--- src/rtl/fsm_state_monitor.sv ---
`default_nettype none
// ============================================================================
//  Module      : fsm_state_monitor
//  Description : Passive observer for an FSM state output. Tracks per-state
//                visit counts, transitions, dwell time, illegal codes and
//                stalls; statistics are readable through a query port.
//  Revision    : 1.0 - initial release
// ============================================================================
module fsm_state_monitor #(
    parameter int W           = 4,
    parameter int NUM_STATES  = 8,
    parameter int CNT_W       = 16,
    parameter int STALL_LIMIT = 64
) (
    input  logic             clock,
    input  logic             reset,
    input  logic [W-1:0]     state_in,
    input  logic             state_valid,
    input  logic             clear,
    input  logic [W-1:0]     query_sel,
    output logic [CNT_W-1:0] visit_count,
    output logic [CNT_W-1:0] trans_count,
    output logic [CNT_W-1:0] dwell,
    output logic [CNT_W-1:0] max_dwell,
    output logic [W-1:0]     cur_state,
    output logic             changed,
    output logic             illegal,
    output logic             stall
);

    typedef enum logic [1:0] {
        MON_IDLE  = 2'd0,
        MON_TRACK = 2'd1,
        MON_HALT  = 2'd2
    } mon_state_t;

    localparam logic [CNT_W-1:0] CNT_MAX        = '1;
    localparam logic [CNT_W-1:0] STALL_AT       = CNT_W'(STALL_LIMIT);
    localparam logic [W:0]       NUM_STATES_EXT = (W+1)'(NUM_STATES);

    mon_state_t       mon_q, mon_d;
    logic [W-1:0]     cur_state_q, cur_state_d;
    logic [CNT_W-1:0] trans_q, trans_d;
    logic [CNT_W-1:0] dwell_q, dwell_d;
    logic [CNT_W-1:0] max_dwell_q, max_dwell_d;
    logic             changed_q, changed_d;
    logic             illegal_q, illegal_d;
    logic             stall_q, stall_d;
    logic [CNT_W-1:0] visit_q [NUM_STATES];
    logic [CNT_W-1:0] visit_d [NUM_STATES];
    logic             visit_load;
    logic             visit_bump;
    logic             state_legal;

    function automatic logic [CNT_W-1:0] sat_inc(input logic [CNT_W-1:0] v);
        return (v == CNT_MAX) ? v : v + CNT_W'(1);
    endfunction

    assign state_legal = ({1'b0, state_in} < NUM_STATES_EXT);

    // Next-state computation for the monitor FSM and every statistic.
    always_comb begin
        mon_d       = mon_q;
        cur_state_d = cur_state_q;
        trans_d     = trans_q;
        dwell_d     = dwell_q;
        max_dwell_d = max_dwell_q;
        changed_d   = 1'b0;
        illegal_d   = illegal_q;
        stall_d     = stall_q;
        visit_d     = visit_q;
        visit_load  = 1'b0;
        visit_bump  = 1'b0;

        if (clear) begin
            mon_d       = MON_IDLE;
            cur_state_d = '0;
            trans_d     = '0;
            dwell_d     = '0;
            max_dwell_d = '0;
            illegal_d   = 1'b0;
            stall_d     = 1'b0;
        end else if (state_valid && (mon_q != MON_HALT)) begin
            if (!state_legal) begin
                // Freeze everything; only reset or clear leaves HALT.
                illegal_d = 1'b1;
                mon_d     = MON_HALT;
            end else begin
                if (mon_q == MON_IDLE) begin
                    // First sample is an entry, never a transition.
                    cur_state_d = state_in;
                    dwell_d     = CNT_W'(1);
                    visit_load  = 1'b1;
                    mon_d       = MON_TRACK;
                end else if (state_in != cur_state_q) begin
                    cur_state_d = state_in;
                    trans_d     = sat_inc(trans_q);
                    dwell_d     = CNT_W'(1);
                    changed_d   = 1'b1;
                    visit_bump  = 1'b1;
                end else begin
                    dwell_d = sat_inc(dwell_q);
                end
                if (dwell_d > max_dwell_q) begin
                    max_dwell_d = dwell_d;
                end
                if (dwell_d == STALL_AT) begin
                    stall_d = 1'b1;
                end
            end
        end

        for (int i = 0; i < NUM_STATES; i++) begin
            if (clear) begin
                visit_d[i] = '0;
            end else if (state_in == W'(i)) begin
                if (visit_load) begin
                    visit_d[i] = CNT_W'(1);
                end else if (visit_bump) begin
                    visit_d[i] = sat_inc(visit_q[i]);
                end
            end
        end
    end

    // Register all state; reset wins over everything else.
    always_ff @(posedge clock) begin
        if (!reset) begin
            mon_q       <= MON_IDLE;
            cur_state_q <= '0;
            trans_q     <= '0;
            dwell_q     <= '0;
            max_dwell_q <= '0;
            changed_q   <= 1'b0;
            illegal_q   <= 1'b0;
            stall_q     <= 1'b0;
            for (int i = 0; i < NUM_STATES; i++) begin
                visit_q[i] <= '0;
            end
        end else begin
            mon_q       <= mon_d;
            cur_state_q <= cur_state_d;
            trans_q     <= trans_d;
            dwell_q     <= dwell_d;
            max_dwell_q <= max_dwell_d;
            changed_q   <= changed_d;
            illegal_q   <= illegal_d;
            stall_q     <= stall_d;
            visit_q     <= visit_d;
        end
    end

    // Query mux; indices outside the legal range read as zero.
    always_comb begin
        visit_count = '0;
        for (int i = 0; i < NUM_STATES; i++) begin
            if (query_sel == W'(i)) begin
                visit_count = visit_q[i];
            end
        end
    end

    assign trans_count = trans_q;
    assign dwell       = dwell_q;
    assign max_dwell   = max_dwell_q;
    assign cur_state   = cur_state_q;
    assign changed     = changed_q;
    assign illegal     = illegal_q;
    assign stall       = stall_q;

endmodule
`default_nettype wire

--- config.mk ---
export PLATFORM = sky130hd
export DESIGN_NAME = fsm_state_monitor
export DESIGN_NICKNAME = d
export VERILOG_FILES = /design/src/rtl/fsm_state_monitor.sv
export SDC_FILE = /design/constraint.sdc
export NUM_CORES = 1
export LEC_CHECK = 0
export BUFFER_PORTS_ARGS = -buffer_cell sky130_fd_sc_hd__buf_2
export CAP_MARGIN = 20
export CORE_MARGIN = 3
export CORE_UTILIZATION = 40
export DETAILED_ROUTE_END_ITERATION = 8
export GPL_ROUTABILITY_DRIVEN = 0
export GPL_TIMING_DRIVEN = 0
export PLACE_DENSITY_LB_ADDON = 0.1
export RECOVER_POWER = 50
export SKIP_LAST_GASP = 1
export SLEW_MARGIN = 20
export SYNTH_ARGS = -nofsm -noshare
export SYNTH_HDL_FRONTEND = slang
export SYNTH_SLANG_ARGS = --single-unit
--- constraint.sdc ---
create_clock -name clock -period 11.4 [get_ports clock]
set_input_delay 0.57 -clock clock [delete_from_list [all_inputs] [get_ports clock]]
set_output_delay 0.57 -clock clock [all_outputs]
set_load 0.005 [all_outputs]
==> summary.md <==
| Metric | Value |
|---|---|
| Leak | `3.895 nW` |
| Setup WS post-layout | `6242 ps` |
| I/O pin cnt | `83` |
| CTS root buf | `clkbuf_16` |
| Post-synthesis instance total | `1249` |
| Area after DPL | `10840 um2` |
| Total core area | `24460 um2` |
| Crit end category | `flop` |
| CP peak stage delay | `930 ps` |
| Worst-Margin Slew | `1170 ps` |
| Final nets | `1387` |
| Netlist Area Pre-Place | `10020 um2` |
| Pin count of the biggest net entering global routing | `20` |
| Initial antenna violation count | `0` |
| Post-Place Setup Slack | `6414 ps` |
| Tmin final | `5158 ps` |
| Critical Path AT | `5490 ps` |
| Detail Route met2 WL | `13.20 mm` |
| Full die area | `27000 um2` |
| Met3 WL | `1.432 mm` |
| Syn. warnings | `0` |
| Setup Viol. Count Final | `0` |
| DR DRC count | `0` |
| Most common flop cell mapped by yosys | `dfxtp_1` |
| First-pass GRT wire length | `47.59 mm` |
| Port bufs | `81` |
| FF+latch count, synth | `185` |
| PostCTS Resize Cnt | `0` |
| DR iter-0 viols | `722` |
| RSZ-0062 raised after global routing | `no` |
| Longest Clk Path Bufs | `2` |
| First-pass DRT Iterations | `6` |
| Top cells by area, synth | `dfxtp_1 (37%), nor2_1 (6.9%), xor2_1 (6.9%)` |
| Layout cell share with drive strength beyond 1 | `0.07930` |
| Most frequent CP cell | `clkbuf_1` |
| Antenna cells | `0` |
| MaxCap Viol Count | `0` |
| Hold Crit Class | `in2reg` |
| Pwr Density | `117.1 nW/um2` |
| Clk Latency, worst-skew pair | `450 ps` |
| Inst Count DP | `1654` |
| Worst EP required | `11730 ps` |
| Die height | `164.3 um` |
| Vias after detailed routing | `9271` |
| Final period util | `0.4525` |
| Num CTS Buffers | `17` |
| FP Rows | `57` |
| Starting Density | `0.4098` |
| Asr flop ratio synth | `0` |
| Final Util | `0.4645` |
| Total grt overflow | `0` |
| CTS Sinks | `185` |
| Synth-to-Final Area Change | `13.35%` |
| Syn_nets | `1287` |
| Routed length per instance | `17.75 um` |
| Critical path startpoint category | `input port` |
| H-tree depth | `4` |
| Reg clk slew, reported paths | `80 ps` |
| Register area share after synthesis | `0.3694` |
| Worst-path maximum fanout | `10` |
| Fillers | `2511` |
| GRT Resource Usage Total | `0.2248` |
| Post-route ant nets | `0` |
| Max-slew violation count | `0` |
| Die width | `164.3 um` |
| Post-CTS Setup Repair Bufs | `0` |
| Worst Setup Path Type | `in2reg` |
| Via density per instance | `5.499` |
| Post-Layout Cell Count | `1686` |
| Hold-fix buffers, CTS | `0` |
| Yosys top cell area share | `0.3694` |
| Peak VDD IR | `0.0001010 V` |
| Routed WL | `29.93 mm` |
| Highest Signal Layer | `met4` |
| Worst path cell trace | `clkbuf_1 > xor2_1 > nor4_1 > nand2_1 > clkbuf_1 > clkbuf_1 > nor2_1 > ha_1 > a21oi_1 > o21ai_0 > o21a_1 > o31ai_2 > buf_2 > mux2i_1 > nor2_1` |
| Number of synthesized flops with an enable pin | `0` |
| Final hold vios | `0` |
| Finished Cell Area | `11360 um2` |
| Synth area leader | `dfxtp_1` |
| Max_slew headroom | `0.2099` |
| Syn avg cell area | `8.026 um2` |
| Detailed-placement wirelength estimate | `22.51 mm` |
| Netlist cell types | `63` |
| CTS tree | `yes` |
| Setup TNS | `0 ps` |
| Vias in the first global route | `8608` |
| Fmax | `193.9 MHz` |
| Area of the multi-input gates | `5922 um2` |
| Max Clock Skew | `16.12 ps` |
| FF+latch area | `3704 um2` |
| M1 wire length | `14.54 mm` |
| Status | `finished, final reports clean` |
| Crit-path slowest cell | `nor4_1` |
==> per-layer routing <==
metal  GRT usage  up-vias
met3     0.03279       45
met4     0.07766        0
met5           0        -
li1            -     4633
met1      0.3230     4354
met2      0.3433      239
==> stage by stage <==
stage | hold slack, ps | power (mW)
after floorplan | 452.1 | 0.6964
after global placement | 480.0 | 0.7208
after detailed placement | 478.8 | 0.7206
after CTS | 393.1 | 1.338
after global routing | 418.2 | 1.367
final | 406.3 | 1.331
==> layout make-up <==
class                   instances  share of cell area
multi-input cells             972              0.5211
flip-flops and latches        185              0.3259
clock buffers                  17             0.03744
well taps                     324             0.03567
repair buffers                 81             0.03270
plain buffers                  63             0.02180
clock inverters                15             0.01575
inverters                      29            0.009579
==> power breakdown <==
group	switching [mW]	total, mW	internal [mW]
clock	0.309	0.626	0.317
sequential	0.00146	0.648	0.646
combinational	0.0434	0.0574	0.0140
==> worst max-delay path: cells and delay by family <==
kind / cells / cell delay, ps
buffers and inverters: 4 / 1550
and+or+nand+nor: 4 / 1490
AOI/OAI and AO/OA: 4 / 1160
adders and majority gates: 1 / 300
muxes: 1 / 220
xor gates and xnor gates: 1 / 160
==> path summary, 6_finish.rpt <==
kind | from | to | slack (ps) | cells past startpoint
hold reg to reg | cur_state[1] | cur_state[1] | 500 | 2
setup reg to reg | cur_state[0] | max_dwell[9] | 6530 | 14
hold / removal | state_valid | mon_q[0] | 410 | 2
setup / recovery | state_in[0] | max_dwell[9] | 6240 | 15
==> cell usage after synthesis (9+ instances only) <==
master / count
nand2_1: 99
a22oi_1: 39
buf_2: 14
nand4_1: 41
inv_1: 29
or3_1: 23
and3_1: 30
and4_1: 12
and2_1: 17
ha_1: 26
xnor2_1: 43
nor3_1: 37
a21oi_1: 63
nor2_1: 185
nor4_1: 10
clkbuf_1: 40
xor2_1: 79
a211oi_1: 14
dfxtp_1: 185
nand2b_1: 9
mux2i_1: 21
o21ai_0: 32
nand3_1: 92
nor2b_1: 24
==> layout by cell type, fill, tap and decap left out, types with 30 or more instances in the layout <==
master	count
buf_2	62
nor2_1	185
nor3_1	38
nand2_1	99
and3_1	30
o21ai_0	33
dfxtp_1	185
a21oi_1	63
xnor2_1	43
nand4_1	41
nand3_1	92
a22oi_1	39
xor2_1	79
clkbuf_1	73
==> cell families (layout without fill, tap and decap cells) <==
kind of cell               Yosys count  after routing  share of synthesized area
AOI/OAI and AO/OA                  191            191                     0.1259
DFF                                185            185                     0.3694
xor gates and xnor gates           122            122                     0.1066
muxes                               25             25                    0.02546
adders and majority gates           26             26                    0.03245
buffers and inverters               92            205                    0.03669
and+or+nand+nor                    608            608                     0.3034
==> state kept, by name, indices dropped and copies added (netlist names) <==
register     flops
visit_q        128
dwell           16
max_dwell       16
trans_count     16
cur_state        4
mon_q            2
changed          1
illegal          1
stall            1
Note: power is estimated with default switching activity, not from simulation.
